===== config.mk =====
export PLATFORM = sky130hd
export DESIGN_NAME = divider32_seq
export DESIGN_NICKNAME = d
export VERILOG_FILES = /design/src/rtl/divider32_seq.sv
export SDC_FILE = /design/constraint.sdc
export NUM_CORES = 1
export LEC_CHECK = 0
export ABC_AREA = 1
export CAP_MARGIN = 20
export CORE_AREA = 5 5 214 216
export CTS_CLUSTER_SIZE = 14
export DETAILED_ROUTE_END_ITERATION = 8
export DIE_AREA = 0 0 219 221
export PLACE_DENSITY = 0.52
export SLEW_MARGIN = 30
export SYNTH_ARGS = -nofsm -noshare
export SYNTH_HDL_FRONTEND = slang
export SYNTH_SLANG_ARGS = --single-unit

===== constraint.sdc =====
create_clock -name clk -period 3.5 [get_ports clk]
set_input_delay 0.7 -clock clk [delete_from_list [all_inputs] [get_ports clk]]
set_output_delay 0.7 -clock clk [all_outputs]
set_load 0.01 [all_outputs]

===== src/rtl/divider32_seq.sv =====
`default_nettype none
// ============================================================================
// Module      : divider32_seq
// Description : Multicycle integer divider using restoring shift-subtract.
//               It produces one quotient bit per cycle and supports signed and
//               unsigned operands. Quotient truncates toward zero, and the
//               remainder takes the sign of the dividend. A start/busy/done
//               handshake allows the pipeline to stall on the divider.
//               Fixed latency: 33 cycles from the accepted start edge to done.
// Ports       : clk          rising-edge clock
//               rst_n        asynchronous active-low reset
//               i_start      request, sampled only while idle
//               i_sign_mode  1 = two's-complement signed, 0 = unsigned
//               i_dividend   dividend, latched at start
//               i_divisor    divisor, latched at start
//               o_quotient   registered quotient
//               o_remainder  registered remainder
//               o_busy       high from accepted start until result load
//               o_done       one-cycle pulse when results become valid
//               o_dbz        divide-by-zero flag, held with results
// Revision    : 1.0 - initial release
// ============================================================================
module divider32_seq #(
    parameter int WIDTH = 32
) (
    input  logic             clk,
    input  logic             rst_n,
    input  logic             i_start,
    input  logic             i_sign_mode,
    input  logic [WIDTH-1:0] i_dividend,
    input  logic [WIDTH-1:0] i_divisor,
    output logic [WIDTH-1:0] o_quotient,
    output logic [WIDTH-1:0] o_remainder,
    output logic             o_busy,
    output logic             o_done,
    output logic             o_dbz
);

    localparam int CNT_W = $clog2(WIDTH);

    typedef enum logic [1:0] {
        S_IDLE = 2'd0,
        S_RUN  = 2'd1,
        S_DONE = 2'd2
    } state_t;

    state_t           r_state;
    logic [WIDTH-1:0] r_rem;    // partial remainder
    logic [WIDTH-1:0] r_dvd;    // dividend magnitude, becomes quotient magnitude
    logic [WIDTH-1:0] r_dvs;    // divisor magnitude
    logic [CNT_W-1:0] r_cnt;
    logic             r_qneg;
    logic             r_rneg;
    logic             r_zero;

    // Operand conditioning at start
    logic             w_dvd_neg;
    logic             w_dvs_neg;
    logic [WIDTH-1:0] w_dvd_abs;
    logic [WIDTH-1:0] w_dvs_abs;

    assign w_dvd_neg = i_sign_mode & i_dividend[WIDTH-1];
    assign w_dvs_neg = i_sign_mode & i_divisor[WIDTH-1];
    assign w_dvd_abs = w_dvd_neg ? (~i_dividend + 1'b1) : i_dividend;
    assign w_dvs_abs = w_dvs_neg ? (~i_divisor + 1'b1) : i_divisor;

    // One restoring iteration. The shifted remainder is always below twice the
    // divisor, so bit WIDTH of the 33-bit difference acts as a sign/borrow bit.
    logic [WIDTH:0]   w_shift;
    logic [WIDTH:0]   w_diff;
    logic             w_q_bit;
    logic [WIDTH-1:0] w_rem_next;

    assign w_shift    = {r_rem, r_dvd[WIDTH-1]};
    assign w_diff     = w_shift - {1'b0, r_dvs};
    assign w_q_bit    = ~w_diff[WIDTH];
    assign w_rem_next = w_q_bit ? w_diff[WIDTH-1:0] : w_shift[WIDTH-1:0];

    // Final sign correction. Negation wraps in WIDTH bits, so the magnitude
    // 0x80000000 stays 0x80000000. A zero divisor forces an all-ones
    // quotient. The remainder is then the dividend magnitude with the
    // dividend's sign restored, which gives back the original dividend.
    logic [WIDTH-1:0] w_quot_fix;
    logic [WIDTH-1:0] w_rem_fix;

    assign w_quot_fix = r_zero ? {WIDTH{1'b1}}
                               : (r_qneg ? (~r_dvd + 1'b1) : r_dvd);
    assign w_rem_fix  = r_rneg ? (~r_rem + 1'b1) : r_rem;

    always_ff @(posedge clk or negedge rst_n) begin
        if (!rst_n) begin
            r_state     <= S_IDLE;
            r_rem       <= '0;
            r_dvd       <= '0;
            r_dvs       <= '0;
            r_cnt       <= '0;
            r_qneg      <= 1'b0;
            r_rneg      <= 1'b0;
            r_zero      <= 1'b0;
            o_quotient  <= '0;
            o_remainder <= '0;
            o_busy      <= 1'b0;
            o_done      <= 1'b0;
            o_dbz       <= 1'b0;
        end else begin
            o_done <= 1'b0;
            unique case (r_state)
                S_IDLE: begin
                    if (i_start) begin
                        r_dvd   <= w_dvd_abs;
                        r_dvs   <= w_dvs_abs;
                        r_qneg  <= w_dvd_neg ^ w_dvs_neg;
                        r_rneg  <= w_dvd_neg;
                        r_zero  <= (i_divisor == '0);
                        r_rem   <= '0;
                        r_cnt   <= '0;
                        o_busy  <= 1'b1;
                        r_state <= S_RUN;
                    end
                end
                S_RUN: begin
                    r_rem <= w_rem_next;
                    r_dvd <= {r_dvd[WIDTH-2:0], w_q_bit};
                    r_cnt <= r_cnt + 1'b1;
                    if (r_cnt == CNT_W'(WIDTH - 1)) begin
                        r_state <= S_DONE;
                    end
                end
                S_DONE: begin
                    o_quotient  <= w_quot_fix;
                    o_remainder <= w_rem_fix;
                    o_dbz       <= r_zero;
                    o_done      <= 1'b1;
                    o_busy      <= 1'b0;
                    r_state     <= S_IDLE;
                end
                default: begin
                    r_state <= S_IDLE;
                end
            endcase
        end
    end

endmodule
`default_nettype wire


After elaboration in Yosys (flattened, before gate mapping)
Index checks and enable logic that the tools add are counted.
{"block": "word_totals", "ff_bits": 173, "out_inout_bits": 67, "elab_cells": 58}
{"block": "op_classes", "addsub": 6, "eq_ne": 5, "mux": 18, "n_bitwise": 8, "n_reduce_logical": 8}
{"cell": "2-to-1 mux 32 bit", "n": 8}
{"cell": "adder 32 x 1 -> 32 bit (second input constant)", "n": 4}
{"cell": "NOT 32 bit", "n": 4}
{"cell": "one-hot mux 32 bit (2 select lines)", "n": 2}
{"cell": "subtractor 33 x 32 -> 33 bit", "n": 1}
{"cell": "zero test 32 bit", "n": 1}
{"cell": "one-hot mux 5 bit (2 select lines)", "n": 1}
{"cell": "AND reduction 2 bit", "n": 4}
{"cell": "adder 5 x 1 -> 5 bit (second input constant)", "n": 1}
{"cell": "equality test 5 bit (second input constant)", "n": 1}
{"cell": "2-to-1 mux 5 bit", "n": 1}
{"cell": "2-to-1 mux 2 bit", "n": 2}
{"cell": "!= test 2 bit (second input constant)", "n": 2}
{"cell": "one-hot mux 2 bit (2 select lines)", "n": 1}
{"cell": "nonzero test 2 bit", "n": 2}
{"cell": "AND 1 bit", "n": 2}
{"cell": "equality test 2 x 1 -> 1 bit (second input constant)", "n": 1}
{"cell": "equality test 2 bit (second input constant)", "n": 1}
{"cell": "zero test 2 bit", "n": 1}
{"cell": "2-to-1 mux 1 bit", "n": 2}
{"cell": "one-hot mux 1 bit (2 select lines)", "n": 1}
{"cell": "NOT 1 bit", "n": 1}
{"cell": "XOR 1 bit", "n": 1}

Logic depth before layout (Yosys ltp)
Gate-level depths: netlist of the first run.
{"block": "depth", "word_depth": 5, "ltp_mapped": 18, "mapped_depth_nobuf": 17}

Least setup slack after synthesis of the first run
OpenSTA, ideal clock, no wires.
{"block": "synth_timing", "path_type": "register to register", "from": "register r_dvd[31]", "to": "register r_rem[18]", "setup_ns": 0.118, "arrival_time_ns": 2.101, "required_ns": 3.382, "setup_slack_ns": 1.281, "path_stages_with_launch": 19, "period_less_slack_ns": 2.219, "cell_sequence": "dfrtp_1 inv_1 ha_1 fa_1 inv_1 nand2_1 nand2_1 nand3_1 nand2_2 nand2_2 nand2_2 nand2_4 nand2_4 nand2_4 nand2_4 buf_12 nand2_2 nand3_1 nand2_1"}
{"block": "synth_via", "elab_chain_len": 3}
{"item": "start: declaration", "line": "49", "text": "logic [WIDTH-1:0] r_dvd;"}
{"item": "start signal: assignment", "line": "110", "text": "r_dvd <= w_dvd_abs;"}
{"item": "start signal: assignment", "line": "123", "text": "r_dvd <= {r_dvd[WIDTH-2:0], w_q_bit};"}
{"item": "subtractor 33 x 32 -> 33 bit", "line": "75", "text": "assign w_diff = w_shift - {1'b0, r_dvs};"}
{"item": "2-to-1 mux 32 bit", "line": "77", "text": "assign w_rem_next = w_q_bit ? w_diff[WIDTH-1:0] : w_shift[WIDTH-1:0];"}
{"item": "one-hot mux 32 bit (2 select lines)", "line": "107", "text": "unique case (r_state)"}
{"item": "end signal: assignment", "line": "122", "text": "r_rem <= w_rem_next;"}
{"item": "end: declaration", "line": "48", "text": "logic [WIDTH-1:0] r_rem;"}
No other way between the ends.
A chain may end at the register's enable or synchronous reset.

Worst setup path in the final report of the first run
{"block": "layout_timing", "from": "input i_dividend[0]", "to": "register r_dvd[31]"}
{"block": "layout_via", "elab_chain_len": 5}
{"item": "start: declaration", "line": "30", "text": "input logic [WIDTH-1:0] i_dividend,"}
{"item": "NOT 32 bit", "line": "64", "text": "assign w_dvd_abs = w_dvd_neg ? (~i_dividend + 1'b1) : i_dividend;"}
{"item": "adder 32 x 1 -> 32 bit", "line": "64"}
{"item": "2-to-1 mux 32 bit", "line": "64"}
{"item": "2-to-1 mux 32 bit", "line": "109", "text": "if (i_start) begin"}
{"item": "one-hot mux 32 bit (2 select lines)", "line": "107"}
No other way between the ends. The select of a mux whose other input is x is not followed.

==> impl_metrics.tcl, run 1 <==
set metrics [dict create \
    numCtsBuffers 17 \
    cap_viol_max_count 0 \
    period_needed_ps 2780 \
    via_per_inst 4.65 \
    finalHoldViolCount 0 \
    syn_area_um2 12900 \
    max_freq_ghz 0.360 \
    clk_path_buf_depth 2 \
    syn_avg_cell_area_um2 6.53 \
    hpwl_mm 33.6 \
    synth_cells 1973 \
    cts-resized-gates 0 \
    skew_ps 16.3 \
    clk_latency_ps 450 \
    ys_types 48 \
    power_density_nw_per_um2 962 \
    htreeDepth 4 \
    wl_mm 41.6 \
    antenna_cells 0 \
    drc 0 \
    tightest_slew_ps 712 \
    slew_headroom 0.522 \
    r2r_end "r_rem[25]$_DFFE_PN0P_" \
    drt_iter0_drc 909 \
    grt_antenna_before_repair 1 \
    cts.reportedPaths.clkPinSlew_ps 70 \
    hold_slack_ps 233 \
    die_area_um2 48400 \
    clock-sinks 173 \
    ioPinCount 135 \
    ys_ff_latch 173 \
    cts_setup_buffers 0 \
    ant_nets 0 \
    cts-root-buf "clkbuf_16" \
    rows 77 \
    ir_worst_vdd_mv 0.460 \
    die_h_um 221 \
    finalSetupTns_ps 0 \
    cts_hold_buf 0 \
    die_w_um 219 \
    finalCritPeriodShare 0.794 \
    synth_flop_cell "dfrtp_1" \
    r2r_slack_ps 840 \
    ys_warn_count 0 \
    vias 12500 \
    cts_tree "yes" \
    fin_ws_ps 720 \
    grt_max_degree 63 \
    r2r_start "r_rem[21]$_DFFE_PN0P_" \
    critPathKind "primary input to flip-flop" \
    mostFrequentLayoutCells "nand2_1, inv_1, nor2_1" \
    syn2layout_area_growth_pct 20.0 \
    worstPathArrival_ps 3060 \
    r2r_cells 13 \
    async_reset_ff_frac 1.00 \
    gp_congestion 0.872 \
    outcome "finished clean" \
    grt_pass1_wl_mm 67.3 \
    pre_cts_ws_ps 345 \
    crit_path_start_kind "primary input" \
    rsz0062_at_grt "false" \
    endpoint_kind "flip-flop" \
    drtPass1Iterations 5 \
    final_common_cell "nand2_1" \
    seq_area_frac_synth 0.336 \
    worstHoldPathType "primary input to asynchronous set/reset pin" \
    maxSlewViolCount 0 \
    grt_usage 0.173 \
    utilization 0.354 \
    coreArea_um2 43700 \
    grt_overflow_total 0 \
    syn_nets 2080 \
    required_ps 3780 \
    fillCellCount 4777 \
    start_util 0.295 \
    p_leak_uw 0.00758 \
    first_global_vias 12100 \
    crit_fanout 4 \
    drive_gt1_frac 0.0467 \
    port_buffers 134 \
    wl_per_cell_um 15.5 \
    fin_nets 2192 \
    synth_edf_count 0 \
    setup_viol 0 \
]
## routing by layer
layer / global-route usage / vias up / part of all wire / wire length [µm]
li1: - / 6535 / - / -
met1: 0.267 / 5699 / 0.52 / 21700
met2: 0.252 / 261 / 0.42 / 17500
met3: 0.0331 / 24 / 0.047 / 1970
met4: 0.0332 / 2 / 0.010 / 425
met5: 0 / - / 0.00031 / 13
## cell type report
class | instances | area (µm²) | area share
timing repair buffer | 151 | 1500 | 0.0967
clock buffer | 18 | 439 | 0.0284
sequential | 173 | 4330 | 0.280
multi-input combinational | 1453 | 7220 | 0.467
clock inverter | 14 | 153 | 0.00987
inverter | 289 | 1080 | 0.0702
tap | 592 | 741 | 0.0479
## per-stage QoR
stage	area, µm²	instances	total power [µW]
after floorplan	12900	1973	10300
final	15500	2690	14900
after global placement	14900	2658	12800
after global routing	15500	2690	16500
after CTS	15500	2690	14900
after detailed placement	14900	2658	12900
## how the worst max path moves through the flow
| stage | to | startpoint | slack [ps] |
|---|---|---|---|
| after floorplan | r_rem[18]$_DFFE_PN0P_ | r_dvd[31]$_DFFE_PN0P_ | 1280 |
| after global placement | r_dvd[31]$_DFFE_PN0P_ | i_dividend[0] | 240 |
| after detailed placement | r_dvd[31]$_DFFE_PN0P_ | i_dividend[0] | 350 |
| after CTS | r_dvd[31]$_DFFE_PN0P_ | i_dividend[0] | 810 |
| after global routing | r_dvd[31]$_DFFE_PN0P_ | i_dividend[0] | 540 |
| final | r_dvd[31]$_DFFE_PN0P_ | i_dividend[0] | 720 |
## logic make-up (layout without fill, tap and decap cells)
logic type / count (synthesis) / after routing / synth area share
adders and majority gates: 39 / 39 / 0.0384
AOI/OAI and AO/OA: 253 / 253 / 0.115
DFF: 173 / 173 / 0.336
and+or+nand+nor: 1091 / 1091 / 0.358
buffers and inverters: 347 / 472 / 0.105
xor gates and xnor gates: 70 / 70 / 0.0476
## worst max-delay path, cell delays in order
cell and delay (ps):
clkdlybuf4s50_1 400, inv_1 240, nand3_1 150, nor3_1 440, nand2_1 130, nor2_1 150
nand3_1 150, nor2_1 160, a21boi_0 100, o21ai_0 440
## sequential cells by signal, indices dropped and copies added (netlist names)
register / count
o_quotient: 32
o_busy: 1
r_dvd: 32
r_dvs: 32
r_rneg: 1
r_rem: 32
r_zero: 1
r_state: 2
o_dbz: 1
r_cnt: 5
r_qneg: 1
o_remainder: 32
o_done: 1
## report_power, final
| part | total, µW | switching, µW | leakage [µW] | internal [µW] |
|---|---|---|---|---|
| registers | 3670 | 913 | 0.00210 | 2760 |
| clock network | 1950 | 917 | 0.000292 | 1030 |
| logic | 9250 | 6000 | 0.00518 | 3260 |
## cells in the mapped netlist, types with 28 or more instances
master    number  share of area
nor3_1        28          0.011
dfrtp_1      173           0.34
nor2_1       195          0.057
clkbuf_1      40          0.012
a22oi_1       29          0.017
ha_1          38          0.037
nand3_1      184          0.071
o21ai_0      123          0.048
a21oi_1       39          0.015
inv_1        284          0.083
nand2_1      605           0.18
xor2_1        56          0.038
No activity file was read; power rests on OpenSTA's default activity.
==> inputs of run 2 (changes only) <==
==> constraint.sdc (replaced) <==
create_clock -name clk -period 2.8 [get_ports clk]
set_input_delay 0.56 -clock clk [delete_from_list [all_inputs] [get_ports clk]]
set_output_delay 0.56 -clock clk [all_outputs]
set_load 0.01 [all_outputs]
==> run 2 against run 1 <==
Combinational power up 31%. Non-clock buffer count rose by 33. Largest power group unchanged. Largest cell class unchanged. Clock-buffer cell count grew 4.
==> impl_metrics.tcl, run 2 (synthesis results as in run 1) <==
set metrics [dict create \
    start_util 0.295 \
    required_ps 3180 \
    cts_tree "yes" \
    tightest_slew_ps 641 \
    grt_antenna_before_repair 0 \
    vias 12600 \
    maxSlewViolCount 0 \
    drive_gt1_frac 0.0624 \
    finalCritPeriodShare 0.912 \
    critPathKind "flip-flop to flip-flop" \
    grt_usage 0.172 \
    finalHoldViolCount 0 \
    clk_latency_ps 450 \
    placed_cell_area_um2 15100 \
    setup_viol 0 \
    power_density_nw_per_um2 1210 \
    htreeDepth 4 \
    clk_path_buf_depth 2 \
    period_needed_ps 2550 \
    cp_slowest_cell "dfrtp_2" \
    grt_max_degree 57 \
    ioPinCount 135 \
    endpoint_kind "flip-flop" \
    mostFrequentLayoutCells "nand2_1, inv_1, nor2_1" \
    slew_headroom 0.572 \
    antenna_cells 0 \
    wl_per_cell_um 15.4 \
    first_global_vias 12000 \
    cts.reportedPaths.clkPinSlew_ps 70 \
    rows 77 \
    die_h_um 221 \
    outcome "finished clean" \
    grt_overflow_total 0 \
    via_per_inst 4.64 \
    cts-root-buf "clkbuf_16" \
    crit_path_max_incr_delay_ps 420 \
    drc 0 \
    ant_nets 0 \
    cap_viol_max_count 0 \
    fin_nets 2225 \
    die_area_um2 48400 \
    gp_congestion 0.934 \
    p_total_uw 19000 \
    p_leak_uw 0.00773 \
    met3_length_mm 1.73 \
    die_w_um 219 \
    syn2layout_area_growth_pct 22.0 \
    worstPathArrival_ps 2940 \
    r2r_cells 17 \
    max_freq_ghz 0.392 \
    drt_iter0_drc 914 \
    wl_mm 41.8 \
    top_layer "met4" \
    clock-sinks 173 \
    numCtsBuffers 17 \
    coreArea_um2 43700 \
    final_area_um2 15700 \
    worstHoldPathType "primary input to asynchronous set/reset pin" \
    wl_met2_mm 17.5 \
    crit_path_start_kind "flip-flop" \
    crit_chain "inv_2 > ha_1 > fa_1 > inv_1 > nand2_1 > nand2_1 > nand3_1 > nand2_2 > nand2_2 > nand2_2 > nand2_4 > nand2_4 > nand2_4 > buf_4 > nand3_1 > nand3_1 > nand2_1" \
    drtPass1Iterations 7 \
    crit_fanout 17 \
    final_common_cell "nand2_1" \
    rsz0062_at_grt "false" \
    grt_pass1_wl_mm 66.6 \
    hpwl_mm 33.9 \
    skew_ps 12.7 \
    wl_met1_mm 22.1 \
    finalSetupTns_ps 0 \
    port_buffers 134 \
    ir_worst_vdd_mv 0.529 \
]
## run 2: where the power goes
group	internal [µW]	total, µW	leakage, µW	switching (µW)
logic	4390	12100	0.00535	7720
registers	3450	4500	0.00210	1050
clock network	1310	2410	0.000284	1100
## run 2: worst paths after layout
check	end	slack (ps)	start
max	r_rem[26]$_DFFE_PN0P_	250	r_dvd[31]$_DFFE_PN0P_
min	r_dvs[7]$_DFFE_PN0P_	80	rst_n
max reg2reg	r_rem[26]$_DFFE_PN0P_	250	r_dvd[31]$_DFFE_PN0P_
min reg2reg	o_busy$_DFFE_PN0P_	470	o_busy$_DFFE_PN0P_
max in group asynchronous	r_rem[29]$_DFFE_PN0P_	1910	rst_n
min in group clk	o_busy$_DFFE_PN0P_	470	o_busy$_DFFE_PN0P_
## run 2: layer usage
| layer | global-route usage | vias to the layer above |
|---|---|---|
| met3 | 0.0272 | 27 |
| met2 | 0.253 | 252 |
| li1 | - | 6594 |
| met4 | 0.0377 | 0 |
| met5 | 0 | - |
| met1 | 0.263 | 5757 |
## run 2: critical path, delay by kind of cell, from the launching register on
family	cells	cell delay, ps
DFF	1	420
buffers and inverters	3	390
and+or+nand+nor	12	1050
adders and majority gates	2	630
## run 2: repair_timing
item                       4_1_cts  5_1_grt
resized for setup                0        9
hold buffers                     0        0
setup endpoints to repair        0       33
buffers inserted                 0        2
## run 2: metrics by stage
stage / hold WS, ps / instances / setup slack [ps] / utilization
2_1_floorplan: 264 / 1973 / 581 / -
3_3_place_gp: 461 / 2689 / 162 / 0.345
3_5_place_dp: 463 / 2689 / 71.0 / 0.345
4_1_cts: 79.6 / 2721 / 43.5 / 0.358
5_1_grt: 106 / 2723 / 46.4 / 0.360
6_report: 84.8 / 2723 / 248 / 0.360
## run 2: layout make-up
cell class / instances / area (µm²)
inverters: 289 / 1080
clock buffers: 22 / 474
clock inverters: 10 / 103
fillers: 4748 / 28000
repair buffers: 184 / 1730
flip-flops and latches: 173 / 4330
multi-input cells: 1453 / 7260
well taps: 592 / 741
==> inputs of run 3 (changes only) <==
--- a/config.mk
+++ b/config.mk
@@ -8,6 +8,7 @@
 export ABC_AREA = 1
 export CAP_MARGIN = 20
 export CORE_AREA = 5 5 214 216
+export CTS_CLUSTER_DIAMETER = 200
 export CTS_CLUSTER_SIZE = 14
 export DETAILED_ROUTE_END_ITERATION = 8
 export DIE_AREA = 0 0 219 221
==> results of run 3 <==
The final DEF is identical to that of run 2; final timing and power are the same.
